## src/rtl/keypad_pkg.sv

```systemverilog
// Shared types and constants for the 4x4 matrix keypad scan controller.
package keypad_pkg;

    typedef enum logic [2:0] {
        IDLE   = 3'd0,
        DRIVE  = 3'd1,
        SAMPLE = 3'd2,
        LOCK   = 3'd3,
        HELD   = 3'd4
    } state_t;

    localparam int NUM_ROWS  = 4;
    localparam int NUM_COLS  = 4;
    localparam int ROW_IDX_W = 2;
    localparam int COL_IDX_W = 2;
    localparam int KEY_W     = 4;

    localparam logic [NUM_COLS-1:0] COL_IDLE = 4'hF;
    localparam logic [NUM_ROWS-1:0] ROW_IDLE = 4'hF;

    // Active-low one-hot row drive pattern for a given row index.
    function automatic logic [NUM_ROWS-1:0] row_drive(input logic [ROW_IDX_W-1:0] idx);
        return ~(4'b0001 << idx);
    endfunction

endpackage

```

## src/rtl/keypad_col_prio_enc.sv

```systemverilog
// Active-low 4-bit column priority encoder: lowest-index low column wins.
module keypad_col_prio_enc
    import keypad_pkg::*;
(
    input  logic [NUM_COLS-1:0]  col_n,
    output logic                 any,
    output logic [COL_IDX_W-1:0] col_idx
);

    // Flag any low column and encode the lowest-index one.
    always_comb begin
        any     = (col_n != COL_IDLE);
        col_idx = 2'd0;
        casez (col_n)
            4'b???0: col_idx = 2'd0;
            4'b??01: col_idx = 2'd1;
            4'b?011: col_idx = 2'd2;
            4'b0111: col_idx = 2'd3;
            default: col_idx = 2'd0;
        endcase
    end

endmodule

```

## src/rtl/keypad_scan_ctrl.sv

```systemverilog
// Row-strobing scan controller for a 4x4 keypad behind a column debouncer.
// Raw columns detect a press, the row is then held so the debouncer sees a
// stable row, and the debounced columns decide the accepted key and release.
module keypad_scan_ctrl
    import keypad_pkg::*;
#(
    parameter int SETTLE_CYCLES  = 16,
    parameter int TIMEOUT_CYCLES = 500000
) (
    input  logic                i_Clk,
    input  logic                i_Rst_n,
    input  logic                i_Enable,
    input  logic [NUM_COLS-1:0] i_Col_Raw,
    input  logic [NUM_COLS-1:0] i_Col_Db,
    output logic [NUM_ROWS-1:0] o_Row,
    output logic [KEY_W-1:0]    o_Key_Code,
    output logic                o_Key_Valid,
    output logic                o_Key_Held
);

    localparam int SETTLE_W  = $clog2(SETTLE_CYCLES + 1);
    localparam int TIMEOUT_W = $clog2(TIMEOUT_CYCLES + 1);
    localparam logic [SETTLE_W-1:0]  SETTLE_LAST  = SETTLE_W'(SETTLE_CYCLES - 1);
    localparam logic [TIMEOUT_W-1:0] TIMEOUT_LAST = TIMEOUT_W'(TIMEOUT_CYCLES - 1);

    state_t                 state_r, state_s;
    logic [ROW_IDX_W-1:0]   idx_r, idx_s;
    logic [SETTLE_W-1:0]    settle_cnt_r, settle_cnt_s;
    logic [TIMEOUT_W-1:0]   timeout_cnt_r, timeout_cnt_s;
    logic [NUM_ROWS-1:0]    row_r, row_s;
    logic [KEY_W-1:0]       key_code_r, key_code_s;
    logic                   key_valid_r, key_valid_s;
    logic                   key_held_r, key_held_s;
    logic [NUM_COLS-1:0]    enc_in_s;
    logic                   enc_any_s;
    logic [COL_IDX_W-1:0]   enc_col_s;

    // Once the row is locked only debounced columns matter; before that, raw ones.
    always_comb begin
        if ((state_r == LOCK) || (state_r == HELD)) begin
            enc_in_s = i_Col_Db;
        end else begin
            enc_in_s = i_Col_Raw;
        end
    end

    keypad_col_prio_enc u_col_enc (
        .col_n   (enc_in_s),
        .any     (enc_any_s),
        .col_idx (enc_col_s)
    );

    // Next-state, row index, counters and key capture.
    always_comb begin
        state_s       = state_r;
        idx_s         = idx_r;
        settle_cnt_s  = '0;
        timeout_cnt_s = '0;
        key_code_s    = key_code_r;
        key_valid_s   = 1'b0;
        if (!i_Enable) begin
            state_s = IDLE;
        end else begin
            case (state_r)
                IDLE: begin
                    state_s = DRIVE;
                end
                DRIVE: begin
                    if (settle_cnt_r >= SETTLE_LAST) begin
                        state_s = SAMPLE;
                    end else begin
                        settle_cnt_s = settle_cnt_r + SETTLE_W'(1);
                    end
                end
                SAMPLE: begin
                    if (enc_any_s) begin
                        state_s = LOCK;
                    end else begin
                        idx_s   = idx_r + 2'd1;
                        state_s = DRIVE;
                    end
                end
                LOCK: begin
                    if (enc_any_s) begin
                        key_code_s  = {idx_r, enc_col_s};
                        key_valid_s = 1'b1;
                        state_s     = HELD;
                    end else if (timeout_cnt_r >= TIMEOUT_LAST) begin
                        idx_s   = idx_r + 2'd1;
                        state_s = DRIVE;
                    end else begin
                        timeout_cnt_s = timeout_cnt_r + TIMEOUT_W'(1);
                    end
                end
                HELD: begin
                    if (!enc_any_s) begin
                        idx_s   = idx_r + 2'd1;
                        state_s = DRIVE;
                    end else begin
                        state_s = HELD;
                    end
                end
                default: begin
                    state_s = IDLE;
                end
            endcase
        end
    end

    // Outputs are derived from the next state so they register in step with it.
    always_comb begin
        key_held_s = (state_s == HELD);
        if (state_s == IDLE) begin
            row_s = ROW_IDLE;
        end else begin
            row_s = row_drive(idx_s);
        end
    end

    // State, counters and registered outputs.
    always_ff @(posedge i_Clk or negedge i_Rst_n) begin
        if (!i_Rst_n) begin
            state_r       <= IDLE;
            idx_r         <= 2'd0;
            settle_cnt_r  <= '0;
            timeout_cnt_r <= '0;
            row_r         <= ROW_IDLE;
            key_code_r    <= 4'h0;
            key_valid_r   <= 1'b0;
            key_held_r    <= 1'b0;
        end else begin
            state_r       <= state_s;
            idx_r         <= idx_s;
            settle_cnt_r  <= settle_cnt_s;
            timeout_cnt_r <= timeout_cnt_s;
            row_r         <= row_s;
            key_code_r    <= key_code_s;
            key_valid_r   <= key_valid_s;
            key_held_r    <= key_held_s;
        end
    end

    assign o_Row       = row_r;
    assign o_Key_Code  = key_code_r;
    assign o_Key_Valid = key_valid_r;
    assign o_Key_Held  = key_held_r;

endmodule

```

## config.mk

```make
export PLATFORM = sky130hd
export DESIGN_NAME = keypad_scan_ctrl
export DESIGN_NICKNAME = d
export VERILOG_FILES = /design/src/rtl/keypad_pkg.sv /design/src/rtl/keypad_col_prio_enc.sv /design/src/rtl/keypad_scan_ctrl.sv
export SDC_FILE = /design/constraint.sdc
export NUM_CORES = 1
export LEC_CHECK = 0
export CELL_PAD_IN_SITES_DETAIL_PLACEMENT = 0
export CELL_PAD_IN_SITES_GLOBAL_PLACEMENT = 2
export CORE_UTILIZATION = 38
export DETAILED_ROUTE_END_ITERATION = 6
export PLACE_DENSITY_LB_ADDON = 0.1
export SYNTH_ARGS = -nofsm -noshare
export SYNTH_HDL_FRONTEND = slang
export SYNTH_SLANG_ARGS = --single-unit
```

## constraint.sdc

```tcl
create_clock -name i_Clk -period 6 [get_ports i_Clk]
set_input_delay 0.6 -clock i_Clk [delete_from_list [all_inputs] [get_ports i_Clk]]
set_output_delay 0.6 -clock i_Clk [all_outputs]
set_load 0.05 [all_outputs]
```

# Yosys cells after proc, flatten, opt, wreduce, memory -nomap -nowiden
# Index checks and enable logic that the tools add are counted.
[op_classes] reduce_logical=5 shift=1 n_bitwise=1 eq_ne=9 magnitude_cmp=2 n_mux=25 n_addsub=3
[op_table] operator="$mux 19" n=4
[op_table] operator="$add 19x1->19 const B" n=1
[op_table] operator="$ge 19x19->1 const B" n=1
[op_table] operator="$mux 3" n=5
[op_table] operator="$mux 5" n=3
[op_table] operator="$pmux 3 s5" n=1
[op_table] operator="$mux 2" n=5
[op_table] operator="$eq 3x2->1 const B" n=3
[op_table] operator="$mux 4" n=2
[op_table] operator="$eq 3x3->1 const B" n=2
[op_table] operator="$logic_not 3->1" n=2
[op_table] operator="$pmux 2 s3" n=1
[op_table] operator="$add 5x1->5 const B" n=1
[op_table] operator="$ge 5x4->1 const B" n=1
[op_table] operator="$eq 4x3->1 const B" n=1
[op_table] operator="$ne 4x4->1 const B" n=1
[op_table] operator="$not 4->4" n=1
[op_table] operator="$pmux 2 s2" n=1
[op_table] operator="$shl 1x2->4 const A" n=1
[op_table] operator="$eq 3x1->1 const B" n=1
[op_table] operator="$mux 1" n=3
[op_table] operator="$reduce_and 3->1" n=1
[op_table] operator="$add 2x1->2 const B" n=1
[op_table] operator="$eq 2x1->1 const B" n=1
[op_table] operator="other kinds (2)" n=2
[word_totals] ff_bits=39 wordCells=54 output_inout_bits=10 input_bits=11

# Logic depth before layout (Yosys ltp)
# Gate-level depths: netlist of the first run.
[logic_depth] word_depth=10 depth_mapped=8 ltp_nobuf=7

# Hierarchy
# A second synthesis of the first run with hierarchy kept.
[hier_totals] hier_cells=200 hier_area_um2=1966.9
[modules_own_cells] module="keypad_scan_ctrl" area_per_inst_um2=1938.1 seq_area_each_um2=980.9 n_inst=1 cells_each=195
[modules_own_cells] module="keypad_col_prio_enc" area_per_inst_um2=28.8 seq_area_each_um2=0.0 n_inst=1 cells_each=5

# Worst setup path before layout of the first run
# No wires, ideal clock.
[synth_timing] path_type="register -> register" start="register state_r[0]" end="register key_code_r[2], in the netlist o_Key_Code[2]" path_stages_with_launch=7 required_time_ns=5.872 setup_ns=0.128 arrival_time_ns=1.941 n_path_buf=0 slack_ns=3.931 synth_period_minus_slack_ns=2.069 cell_sequence="dfrtp_1 > nor3b_1 > a21o_1 > mux2_4 > or3_4 > nand2_2 > mux2_1"
[synth_between] elab_chain_cells=5 word_cells_on_any_way=6 cone_classes="eq/ne (3); mux (1); reduce/logical (2)"
[synth_rtl] element="start: declaration" line_no="keypad_scan_ctrl.sv:26" text="state_t state_r, state_s;"
[synth_rtl] element="start signal: assignment" line_no="keypad_scan_ctrl.sv:132" text="state_r <= state_s;"
[synth_rtl] element="$eq 3x2->1 or $eq 3x3->1 (tied branches)" line_no="keypad_scan_ctrl.sv:40, keypad_scan_ctrl.sv:64"
[synth_rtl] element="$logic_or 1x1->1" line_no="keypad_scan_ctrl.sv:40" text="if ((state_r == LOCK) || (state_r == HELD)) begin"
[synth_rtl] element="$mux 4" line_no="keypad_scan_ctrl.sv:40"
[synth_rtl] element="$ne 4x4->1" line_no="keypad_col_prio_enc.sv:12" text="any = (col_n != COL_IDLE);"
[synth_rtl] element="$reduce_and 3->1 (no line) (*)"
[synth_rtl] element="end signal: assignment" line_no="keypad_scan_ctrl.sv:137" text="key_code_r <= key_code_s;"
[synth_rtl] element="end: declaration" line_no="keypad_scan_ctrl.sv:31" text="logic [KEY_W-1:0] key_code_r, key_code_s;"
# Mark *: on every way between the ends. The rest lies on a longest branch, timed or not.
# A chain may end at the register's enable or synchronous reset.

# Final worst setup path of the first run
[layout_timing] start="register state_r[2]" end="register key_code_r[3], in the netlist o_Key_Code[3]"
# Same word-level chain as after synthesis.

==> impl_metrics.csv, run 1 <==
group,metric,value,unit
outcome,status,"finished clean",
finish,fill_cells,506,
power,clockPowerShare,0.443,
routing,drt_iter0_drc,38,
logic_synthesis,syn_inst,206,
logic_synthesis,syn_area,2000,um2
worst_setup_path,crit-reg2reg-launch,"state_r[2]",
clock_tree,cts_setup_buffers,0,
floorplan,start_util,0.392,
sta,relSlewSlack,0.419,
routing,wl_per_cell,13.2,um
sta,fmax,414,MHz
global_routing,gr-total-overflow,0,
global_routing,antenna_found_initial,0,
logic_synthesis,ys_async_sr_fraction,1.00,
logic_synthesis,synthesis.nets,220,
global_routing,groute.usage.overall,0.164,
routing,drc,0,
sta,fin_skew,5.17,ps
worst_setup_path,cp_cell_sequence,"nor3b_1 -> a21o_1 -> mux2_4 -> or3_4 -> nand2_2 -> mux2_1",
power,p_sw,110,uW
logic_synthesis,yosysTopAreaCellShare,0.437,
finish,antenna_cells,0,
power,leakagePower,0.00100,uW
logic_synthesis,synth_common_cells,"nor2_1 (36), dfrtp_1 (35), nand2_1 (13)",
placed_design,portBuffers,20,
min_path,hold_path.class,"primary input to asynchronous set/reset pin",
placed_design,routabilityCongestion,0.733,
floorplan,core,5110,um2
clock_tree,cts_root_buf,"clkbuf_8",
worst_setup_path,arrival,2590,ps
sta,finalSetupViolCount,0,
power,internal_power,412,uW
floorplan,ioPinCount,21,
clock_tree,clockBufferDepth,2,
floorplan,die_x,74.6,um
floorplan,die_y,74.6,um
clock_tree,path_clk_slew,80,ps
placed_design,post-place-cells,290,
floorplan,rows,26,
global_routing,grt_pass1_vias,1479,
logic_synthesis,ys_seq_area_frac,0.489,
logic_synthesis,synthMostInstantiatedCell,"nor2_1",
sta,hold_viol,0,
power,p_total,522,uW
clock_tree,cts_hold_buf,0,
routing,vias,1515,
sta,drv_slew,0,
worst_setup_path,reg2reg_to,"o_Key_Code[3]",
worst_setup_path,critPathLaunchType,"register",
logic_synthesis,synth_ff_type,"dfrtp_1",
finish,layout.cells.non_filler,298,
clock_tree,cts.htree.levels,2,
worst_setup_path,crit_buf_inv,0,
sta,worst_hold_slack,412,ps
finish,nNetsFinal,241,
flow_run,maxCapViolations,0,
worst_setup_path,reg2regPathDepth,6,
logic_synthesis,ys_types,40,
clock_tree,cts_buffers,5,
global_routing,grt_pass1_wl,6.80,mm
sta,fin_setup_tns,0,ps
worst_setup_path,cp_max_fo,13,
logic_synthesis,synth.area.top_cells,"dfrtp_1 (44%), nor2_1 (6.7%), dfstp_2 (5.2%)",
worst_setup_path,critPathMaxStageDelay,590,ps
worst_setup_path,cp_slowest_cell,"dfrtp_1",
clock_tree,cts_resized,0,
sta,fin_crit_sh,0.402,
sta,period_minus_slack,2410,ps
worst_setup_path,cp_data_required_time,6180,ps
worst_setup_path,crit_path_end_kind,"register",
placed_design,hpwl,2.85,mm
finish,area_delta_synth_final,19.2,%
floorplan,die_area,5570,um2
logic_synthesis,avgSynthCellArea,9.73,um2
routing,wl,3.95,mm
logic_synthesis,yosysWarnings,0,
power,pwr-share-seq,0.510,
finish,drive_gt1_frac,0.101,
logic_synthesis,synth-edff-count,0,
logic_synthesis,yosysTopAreaCell,"dfrtp_1",
power,peakVddDrop,0.130,mV
routing,final_antenna_net_count,0,
sta,worst_pin_slew,871,ps
global_routing,grt_max_degree,40,
clock_tree,clk_latency,290,ps
routing,firstDrtPassIters,4,
logic_synthesis,ys_ff_latch,39,
worst_setup_path,critPathTopFamily,"simple AND/OR/NAND/NOR gates",
power,pwr_density_cell,218,nW/um2
worst_setup_path,critPathKind,"register to register",
power,switching_share,0.211,
clock_tree,cts_tree,"built",
power,pwr-share-comb,0.047,
clock_tree,cts.sinks,39,
sta,rsz0062_at_grt,"no",
routing,routed_via_density,5.08,
worst_setup_path,reg2reg_slack,3590,ps
kinds of logic after synthesis:
group | Yosys count | share of synthesized area
buf+inv | 14 | 0.0300
simple gates | 95 | 0.235
xor+xnor | 19 | 0.0830
fa+ha+maj | 3 | 0.0187
flops | 39 | 0.489
compound gates | 28 | 0.0999
mux | 8 | 0.0443
final cells by class:
| cell class | instances | area, um2 | area share |
|---|---|---|---|
| repair buffers | 21 | 203 | 0.0848 |
| multi-input cells | 153 | 971 | 0.406 |
| inverters | 7 | 26.3 | 0.0110 |
| clock buffers | 6 | 82.6 | 0.0346 |
| clock inverters | 2 | 38.8 | 0.0162 |
| flip-flops and latches | 39 | 981 | 0.410 |
| well taps | 70 | 87.6 | 0.0366 |
power by group through the flow:
stage | Clock (uW) | Combinational [uW] | Sequential [uW]
floorplan | 0 | 9.44 | 272
detailed placement | 0 | 25.2 | 271
global route | 252 | 27.9 | 266
finish | 231 | 24.6 | 266
CTS | 241 | 25.3 | 266
global placement | 0 | 24.6 | 271
cell usage in the layout, fill, tap and decap left out, types with 2 or more instances in the layout:
master	Yosys	routed
nor3b_1	6	6
dfstp_2	4	4
clkdlybuf4s50_1	0	19
nand4_1	4	4
clkbuf_8	0	6
and2_1	3	3
nand2b_1	2	2
inv_1	7	7
ha_1	3	3
o311ai_2	2	3
a22oi_1	2	2
nand2_1	13	13
o21a_1	2	2
a21oi_1	3	3
nor2_1	36	36
mux2_1	2	2
dfrtp_1	35	35
nor3_1	9	9
xnor2_1	10	10
xor2_1	9	9
a31oi_1	2	2
and3_1	7	7
o21ai_0	8	8
a21o_1	2	2
nor2b_1	6	6
mux2i_1	4	4
nand3_1	5	5
worst max-delay path by stage:
stage | start | to | cells after the start
after floorplan | state_r[0] | o_Key_Code[2] | 6
after global placement | i_Col_Raw[1] | o_Key_Code[2] | 7
after detailed placement | i_Col_Raw[1] | o_Key_Code[2] | 7
after CTS | state_r[2] | timeout_cnt_r[7] | 7
after global routing | state_r[2] | timeout_cnt_r[3] | 7
final | state_r[2] | o_Key_Code[3] | 6
per-stage QoR:
step | utilization | setup WS, ps | instance area (um2)
3_3_place_gp | 0.444 | 3470 | 2270
3_5_place_dp | 0.444 | 3430 | 2270
4_1_cts | 0.468 | 3580 | 2390
5_1_grt | 0.468 | 3400 | 2390
2_1_floorplan | - | 3930 | 2000
6_report | 0.468 | 3590 | 2390
sequential cells by signal, summed over array words and instances (netlist names):
register       count
o_Key_Held         1
state_r            3
settle_cnt_r       5
idx_r              2
o_Row              4
timeout_cnt_r     19
o_Key_Valid        1
o_Key_Code         4
per-layer routing:
metal,part of all wire,track usage,wire length (um)
met2,0.51,0.283,2010
met1,0.44,0.194,1720
met5,0,0,0
met3,0.033,0.0442,131
met4,0.021,0.0671,81
worst reg2reg max path: stages, from the launching register on:
cell	delay, ps
dfrtp_1	590
nor3b_1	300
a21o_1	230
mux2_4	340
or3_4	420
nand2_2	90
mux2_1	320
(Power assumes the default switching activity.)
==> run 2, diff against run 1 <==
CORE_UTILIZATION = 32   (was 38)
clock period = 2 ns   (was 6 ns; I/O delays follow)
==> run 2 against run 1 <==
  * The flow now finishes with violations (setup timing)
  * Largest cell class is now multi-input gates
  * Cell area grew 12%
  * Critical path type unchanged
  * Wire length grew 5.5%
  * Global-route usage shrank 2.4 points
  * Sequential cell count is the same
  * Clock skew grew 1.5 ps
  * Total power grew to 3.0 times the previous value
  * Clock-buffer cell count is the same
  * Via count grew 4.6%
  * Die area grew 18%
==> impl_metrics.csv, run 2 (synthesis gave the netlist of run 1 again) <==
group,metric,value,unit
outcome,status,"finished, violations left",
outcome,violations,"setup timing",
power,pwr_density_cell,583,nW/um2
floorplan,die_area,6580,um2
routing,final_antenna_net_count,0,
finish,nNetsFinal,266,
routing,wl_per_cell,12.7,um
global_routing,grt_pass1_vias,1489,
clock_tree,cts_hold_buf,0,
clock_tree,cts.sinks,39,
global_routing,grt_use_met2,0.224,
worst_setup_path,crit_buf_inv,1,
worst_setup_path,critPathMaxStageDelay,450,ps
placed_design,portBuffers,20,
global_routing,grt.met3_usage,0.0371,
global_routing,antenna_found_initial,0,
floorplan,die_y,81.1,um
sta,worst_pin_slew,836,ps
sta,finalSetupViolCount,2,
finish,mostFrequentLayoutCells,"dfrtp_1 (35), nor2_1 (30), buf_4 (25), clkdlybuf4s50_1 (19), nand2_1 (13)",
min_path,hold_path.class,"primary input to asynchronous set/reset pin",
worst_setup_path,cp_slowest_cell,"or3_4",
worst_setup_path,cp_max_fo,8,
routing,wl,4.16,mm
placed_design,place_ws,-111,ps
clock_tree,clockBufferDepth,2,
sta,fmax,499,MHz
floorplan,core,5990,um2
finish,top_regs,"timeout_cnt_r x19, settle_cnt_r x5",
finish,largest_reg_flops,19,
floorplan,rows,28,
worst_setup_path,critPathKind,"register to register",
finish,fill_cells,581,
clock_tree,cts_tree,"built",
finish,drive_gt1_frac,0.249,
routing,vias,1585,
floorplan,ioPinCount,21,
routing,drt_iter0_drc,26,
sta,rsz0062_at_grt,"yes",
clock_tree,clk_latency,290,ps
global_routing,gr-total-overflow,0,
global_routing,grt_pass1_wl,6.93,mm
worst_setup_path,critPathLaunchType,"register",
clock_tree,cts.htree.levels,2,
global_routing,grt.busiest_layer,"met2",
finish,layout.cells.non_filler,328,
sta,drv_slew,0,
placed_design,hpwl,3.06,mm
flow_run,maxCapViolations,0,
floorplan,start_util,0.335,
sta,hold_viol,0,
finish,final_common_cell,"dfrtp_1",
power,peakVddDrop,0.279,mV
worst_setup_path,cp_cell_sequence,"buf_4 -> nor2b_1 -> o21ai_1 -> o311ai_2 -> or3_4 -> nand2_4 -> mux2_1",
finish,top_register,"timeout_cnt_r",
sta,period_minus_slack,2010,ps
power,p_total,1560,uW
clock_tree,path_clk_slew,80,ps
clock_tree,cts_root_buf,"clkbuf_8",
worst_setup_path,critPathTopFamily,"simple AND/OR/NAND/NOR gates",
placed_design,routabilityCongestion,0.820,
clock_tree,cts_buffers,5,
worst_setup_path,crit_path_end_kind,"register",
sta,relSlewSlack,0.442,
floorplan,die_x,81.1,um
global_routing,groute.usage.overall,0.140,
routing,drc,0,
power,leakagePower,0.00115,uW
placed_design,post-place-cells,318,
global_routing,met1_usage,0.186,
finish,area_delta_synth_final,33.7,%
routing,firstDrtPassIters,4,
worst_setup_path,cp_data_required_time,2170,ps
sta,fin_crit_sh,1.00,
routing,routed_via_density,4.83,
sta,worst_hold_slack,12.2,ps
sta,fin_skew,6.72,ps
worst_setup_path,arrival,2180,ps
sta,fin_setup_tns,-7.08,ps
sta,setup_slack,-5.29,ps
finish,antenna_cells,0,
global_routing,grt_max_degree,40,
-- run 2: changes by cell type in the layout (fill, tap and decap cells not counted), sizes merged --
cell,change
buf,+25
clkinv,+1
inv,-1
-- run 2: layer usage --
layer	wire length, um	vias to the layer above
li1	-	798
met1	2050	770
met2	1980	12
met3	78	5
met4	50	0
met5	0	-
-- run 2: power breakdown --
part / leakage, uW / total, uW / switching [uW] / internal, uW
Combinational: 0.000573 / 94.7 / 49.7 / 45.0
Sequential: 0.000512 / 796 / 3.10 / 793
Clock: 0.0000612 / 672 / 269 / 404
-- run 2: worst paths after layout --
kind / slack [ps] / startpoint / endpoint / cells after the start
max in group asynchronous: 1460 / i_Rst_n / o_Key_Held / 1
worst min-delay path: 10 / i_Rst_n / timeout_cnt_r[4] / 1
worst max register to register: -5 / state_r[2] / o_Key_Code[3] / 7
worst max-delay path: -5 / state_r[2] / o_Key_Code[3] / 7
min in group i_Clk: 480 / settle_cnt_r[4] / settle_cnt_r[0] / 1
worst min register to register: 480 / settle_cnt_r[4] / settle_cnt_r[0] / 1
-- run 2: per-stage QoR --
stage | utilization | cell area [um2]
after global placement | 0.412 | 2470
final | 0.447 | 2680
after global routing | 0.447 | 2680
after floorplan | - | 2010
after detailed placement | 0.412 | 2470
after CTS | 0.435 | 2610
-- run 2: what timing repair did --
item,CTS,global route
gates resized for setup,7,15
setup endpoints to repair,24,29
setup buffers,1,1
pin swaps,2,0
hold endpoints to repair,0,0
-- run 2: area by class of cell --
| type | count | area, um2 | area share |
|---|---|---|---|
| Tap cell | 75 | 93.8 | 0.0350 |
| Clock inverter | 2 | 35.0 | 0.0131 |
| Sequential cell | 39 | 981 | 0.366 |
| Timing Repair Buffer | 46 | 403 | 0.150 |
| Multi-Input combinational cell | 153 | 1060 | 0.395 |
| Clock buffer | 6 | 82.6 | 0.0308 |
| Inverter | 7 | 26.3 | 0.00980 |
==> RTL change 1: new RTL, config.mk and constraints of run 2 <==
The 5 states of `state_t` get a one-hot encoding in 5 bits.
--- a/src/rtl/keypad_pkg.sv
+++ b/src/rtl/keypad_pkg.sv
@@ -2,10 +2,10 @@
 package keypad_pkg;
 
-    typedef enum logic [2:0] {
-        IDLE   = 3'd0,
-        DRIVE  = 3'd1,
-        SAMPLE = 3'd2,
-        LOCK   = 3'd3,
-        HELD   = 3'd4
+    typedef enum logic [4:0] {
+        IDLE   = 5'b00001,
+        DRIVE  = 5'b00010,
+        SAMPLE = 5'b00100,
+        LOCK   = 5'b01000,
+        HELD   = 5'b10000
     } state_t;
 
Check against the original RTL: same outputs for any inputs over 10 cycles, from zero or initial values and one cycle with i_Rst_n low; not proved beyond that.
==> RTL change 1 against run 2 <==
The run still ends with negative setup slack left; non-clock buffer count rose by 8; sequential cell count rose by 2; setup slack got worse by 0.0056 ns; final area up 0.89%; synthesized cell count did not move; area after synthesis is 2.1% higher; global-route usage increased by 1.3 points; cell count is 3.4% higher; wire length is 8.5% higher; sequential share of layout area rose by 1.6 points; first-iteration DRC count grew 35%; clock skew about the same; critical endpoint is now o_Row[1]; highest routed layer unchanged.
Power is not compared: it rests on default switching activity, and its combinational part moved more than twofold at a synthesized area within 25%.
==> RTL change 1: results (changes against run 2) <==
- Fraction of registers with async set/reset: 100% (unchanged)
- Biggest regs: timeout_cnt_r: 19 flops, settle_cnt_r: 5 flops, state_r: 5 flops (was timeout_cnt_r: 19 flops, settle_cnt_r: 5 flops)
- Area contributors post-synth: dfrtp_1 (44%), nor2_1 (8.3%), dfstp_2 (6.4%), xor2_1 (4.7%), xnor2_1 (3.4%) (was dfrtp_1 (44%), nor2_1 (6.7%), dfstp_2 (5.2%), xnor2_1 (4.4%), xor2_1 (3.9%))
- 1st-iter DRT viols: 35 (was 26)
- Initial DRT Pass Iterations: 4 (unchanged)
- Post-Route WL: 4.52 mm (was 4.16 mm)
- CTS root buf: clkbuf_8 (unchanged)
- Fin worst setup slack: -0.0109 ns (was -0.00529 ns)
- Final TNS setup: -0.0128 ns (was -0.00708 ns)
- H-tree depth: 2 (unchanged)
- Register area share after synthesis: 50.5% (was 48.9%)
- P_leak: 1.16 nW
- Unique masters post-synth: 45 (was 40)
- Worst R2R Path Depth: 6 (was 7)
- Final setup viols: 2 (unchanged)
- Inserted Clock Buffers: 5 (unchanged)
- HP Class: in -> async (unchanged)
- Critical Path Source Type: register (unchanged)
- Failing checks: negative setup slack (unchanged)
- Top post-synthesis cells by count: nor2_1 (45), dfrtp_1 (36), nand2_1 (14), inv_1 (11), xor2_1 (11) (was nor2_1 (36), dfrtp_1 (35), nand2_1 (13), xnor2_1 (10))
- GRT Util Overall: 15.3% (was 14.0%)
- Post-DP HPWL: 3.31 mm (was 3.06 mm)
- Reg2Reg Launch Point: state_r[1] (was state_r[2])
- Net Count, Synth: 220 (unchanged)
- Clk_skew: 0.00688 ns (was 0.00672 ns)
- Tightest Pin Transition: 0.508 ns (was 0.836 ns)
- # nets final: 277 (was 266)
- Sw Pwr: 0.397 mW
- First-pass GRT wire length: 7.73 mm (was 6.93 mm)
- GPL Wtd Cong: 0.768 (was 0.820)
- Reg2reg end: o_Row[1] (was o_Key_Code[3])
- Dpl cell area: 0.00250 mm² (was 0.00247 mm²)
- Share of cells above drive strength 1: 26.5% (was 24.9%)
- Clk pin slew, worst setup/hold paths: 0.08 ns (about the same)
- Largest net degree at the start of global routing: 23 (was 40)
- Result of the run: complete, but fails checks (unchanged)
- Clk buf depth: 2 (unchanged)
- Worst path arrival time: 2.22 ns (was 2.18 ns)
- Avg Vias per Cell: 4.81 (was 4.83)
- Crit-path max FO: 4 (was 8)
- Vias in the first global route: 1709 (was 1489)
RTL change 1: cell count changes after synthesis, moves of 3 or more:
| cell | delta |
|---|---|
| and3_1 | -3 |
| buf_2 | -5 |
| inv_1 | +4 |
| mux2i_1 | -3 |
| nand3_1 | +4 |
| nand4_1 | +5 |
| nor2_1 | +9 |
| nor2b_1 | -5 |
| nor3_1 | -6 |
| nor3b_1 | -5 |
| o21ai_0 | -3 |
| or3_1 | +3 |
RTL change 1: worst max path at each step:
stage | to | slack [ns] | cells past startpoint
2_1_floorplan | o_Row[0] | 0.02 | 6
3_3_place_gp | o_Row[1] | -0.23 | 7
3_5_place_dp | o_Row[1] | -0.26 | 7
4_1_cts | o_Row[1] | -0.002 | 6
5_1_grt | o_Row[1] | -0.11 | 7
6_report | o_Row[1] | -0.01 | 6
RTL change 1: power groups by stage:
| stage | registers [mW] | logic [mW] | clock network, mW |
|---|---|---|---|
| floorplan | 0.894 | 0.0683 | 0 |
| global placement | 0.872 | 0.204 | 0 |
| detailed placement | 0.873 | 0.210 | 0 |
| CTS | 0.857 | 0.214 | 0.546 |
| global route | 0.859 | 0.239 | 0.586 |
| finish | 0.857 | 0.213 | 0.524 |
RTL change 1: timing repair:
item                                   in CTS  in global routing
buffers inserted                            2                  5
resized for setup                           4                 13
hold buffers                                1                  0
setup endpoints to repair                  10                 33
endpoints found under the hold margin      19                  0
pin swaps                                   3                  6
RTL change 1: kinds of logic after synthesis:
group | share of synthesized area [%]
AO/OA/AOI/OAI | 9.17
XOR/XNOR | 8.93
adder cells (fa/ha/maj) | 1.84
buffers and inverters | 3.55
flip-flops | 50.5
multiplexers | 2.14
AND/OR/NAND/NOR | 23.9
RTL change 1: critical path, stage by stage, from the launching register on:
cell and delay, ns:
dfrtp_1 0.39, or3_4 0.42, nor3_4 0.18, o2111ai_2 0.16, a311oi_2 0.31, xor2_2 0.15, or3_1 0.33
RTL change 1: layout make-up:
cell class / instances / area, µm²
fillers: 601 / 3320
inverters: 11 / 43.8
clock buffers: 8 / 80.1
well taps: 75 / 93.8
repair buffers: 54 / 457
flip-flops and latches: 41 / 1030
multi-input cells: 150 / 996
RTL change 1: per-stage QoR:
stage	hold WS [ns]	worst slack [ns]	total power, mW	instances
6_report	0.408	-0.0109	1.59	339
4_1_cts	0.427	-0.00169	1.62	334
5_1_grt	0.446	-0.110	1.68	339
3_3_place_gp	0.192	-0.227	1.08	323
3_5_place_dp	0.203	-0.263	1.08	323
2_1_floorplan	-0.0956	0.0177	0.962	206
RTL change 1: layer usage:
layer / GRT usage [%] / routed length [µm] / up-vias
li1: - / - / 819
met1: 18.1 / 2010 / 784
met2: 26.7 / 2320 / 20
met3: 3.33 / 109 / 9
met4: 6.14 / 75 / 0
met5: 0 / 0 / -
==> RTL change 2: new RTL, config.mk and constraints of run 2 <==
Made on the original files. `SETTLE_CYCLES`: 16 -> 32.
--- a/src/rtl/keypad_scan_ctrl.sv
+++ b/src/rtl/keypad_scan_ctrl.sv
@@ -5,5 +5,5 @@
     import keypad_pkg::*;
 #(
-    parameter int SETTLE_CYCLES  = 16,
+    parameter int SETTLE_CYCLES  = 32,
     parameter int TIMEOUT_CYCLES = 500000
 ) (
Function: no difference found for any inputs over 10 cycles, from zero or initial values and one cycle with i_Rst_n low; that may be too few to reach the edited logic, so the function may still have changed.
==> RTL change 2 against run 2 <==
The flow still finishes with violations (negative setup slack); final area grew 10%; wire length grew 14%; sequential cell count grew 1; core utilization grew 4.0 points; non-clock buffer count grew 8; area after synthesis grew 2.4%; via count grew 6.6%; clock power grew 7.0%; count of clock-buffer cells in the layout grew 1; total power grew 6.6%; setup slack lost 0.091 ns; synthesized cell count grew 2.9%; critical path type unchanged; critical endpoint is now timeout_cnt_r[12]; largest power group unchanged; highest routed layer unchanged.
==> RTL change 2: results (changes against run 2) <==
- Final setup viols: 22 (was 2)
- Fin worst setup slack: -0.0964 ns (was -0.00529 ns)
- Seq/total area: 34.2% (was 36.6%)
- Buffers, non-clock: 54 (was 46)
- GPL Wtd Cong: 0.792 (was 0.820)
- Failing checks: negative setup slack (unchanged)
- Final non-filler cell total: 344 (was 328)
- 1st-iter DRT viols: 68 (was 26)
- Post-Syn Instances: 212 (was 206)
- Metal-1 WL: 2.14 mm (was 2.05 mm)
- Post-Route WL: 4.75 mm (was 4.16 mm)
- GR Util met1: 18.7% (was 18.6%)
- Net Count, Synth: 225 (was 220)
- Worst R2R Path Depth: 8 (was 7)
- Critical-path cell with the highest stage delay: dfrtp_2 (was or3_4)
- Area contributors post-synth: dfrtp_1 (44%), nor2_1 (8.0%), dfstp_2 (5.1%), xor2_1 (4.7%), xnor2_1 (4.3%) (was dfrtp_1 (44%), nor2_1 (6.7%), dfstp_2 (5.2%), xnor2_1 (4.4%), xor2_1 (3.9%))
- # fillers: 571 (was 581)
- # placed instances: 326 (was 318)
- Via count: 1690 (was 1585)
- Top post-synthesis cells by count: nor2_1 (44), dfrtp_1 (36), nand2_1 (17), nand3_1 (11), xor2_1 (11) (was nor2_1 (36), dfrtp_1 (35), nand2_1 (13), xnor2_1 (10))
- Post-CTS Setup Bufs: 6 (was 1)
- CTS resizes: 22 (was 7)
- Met2 wire length: 2.42 mm (was 1.98 mm)
- Reg2Reg Launch Point: state_r[0] (was state_r[2])
- Non-Clock Buffer Area Fraction: 16.1% (was 15.0%)
- Result of the run: complete, but fails checks (unchanged)
-- RTL change 2: changes by cell type after synthesis, sizes merged, moves of 3 or more --
| cell | change |
|---|---|
| nand3 | +6 |
| nor2 | +9 |
| nand2 | +4 |
| nand2b | +4 |
| nor3 | -4 |
| and3 | -3 |
| o21ai | -4 |
| inv | -3 |
-- RTL change 2: worst max path at each step --
stage | start | to | slack [ns] | depth (start not counted)
floorplan | state_r[0] | o_Key_Code[2] | 0.06 | 7
global placement | i_Col_Raw[0] | o_Key_Code[3] | -0.16 | 7
detailed placement | i_Col_Raw[0] | o_Key_Code[3] | -0.22 | 7
CTS | state_r[0] | o_Key_Code[3] | -0.11 | 7
global route | state_r[0] | timeout_cnt_r[8] | -0.21 | 8
finish | state_r[0] | timeout_cnt_r[12] | -0.1 | 8
-- RTL change 2: where the power goes --
group          internal [mW]  switching (mW)
registers              0.816         0.00523
logic                 0.0581          0.0680
clock network          0.440           0.279
total                   1.31           0.352
-- RTL change 2: through the flow --
step	TNS [ns]	power (mW)	setup slack [ns]	cell area, µm²	util (%)
after CTS	-1.97	1.68	-0.112	2760	45.5
final	-1.63	1.67	-0.0964	2950	48.7
after floorplan	0	0.879	0.0579	2050	-
after global routing	-4.23	1.74	-0.212	2950	48.7
after global placement	-1.74	0.941	-0.158	2490	41.1
after detailed placement	-3.17	0.946	-0.219	2490	41.1
-- RTL change 2: kinds of logic (layout without fill, tap and decap cells) --
logic type | Yosys count | after routing | share of synthesized area (%)
compound gates | 20 | 20 | 6.95
xor+xnor | 21 | 21 | 8.96
simple gates | 112 | 112 | 27.5
mux | 8 | 8 | 4.02
fa+ha+maj | 2 | 2 | 1.22
flops | 40 | 40 | 49.0
buf+inv | 9 | 66 | 2.38
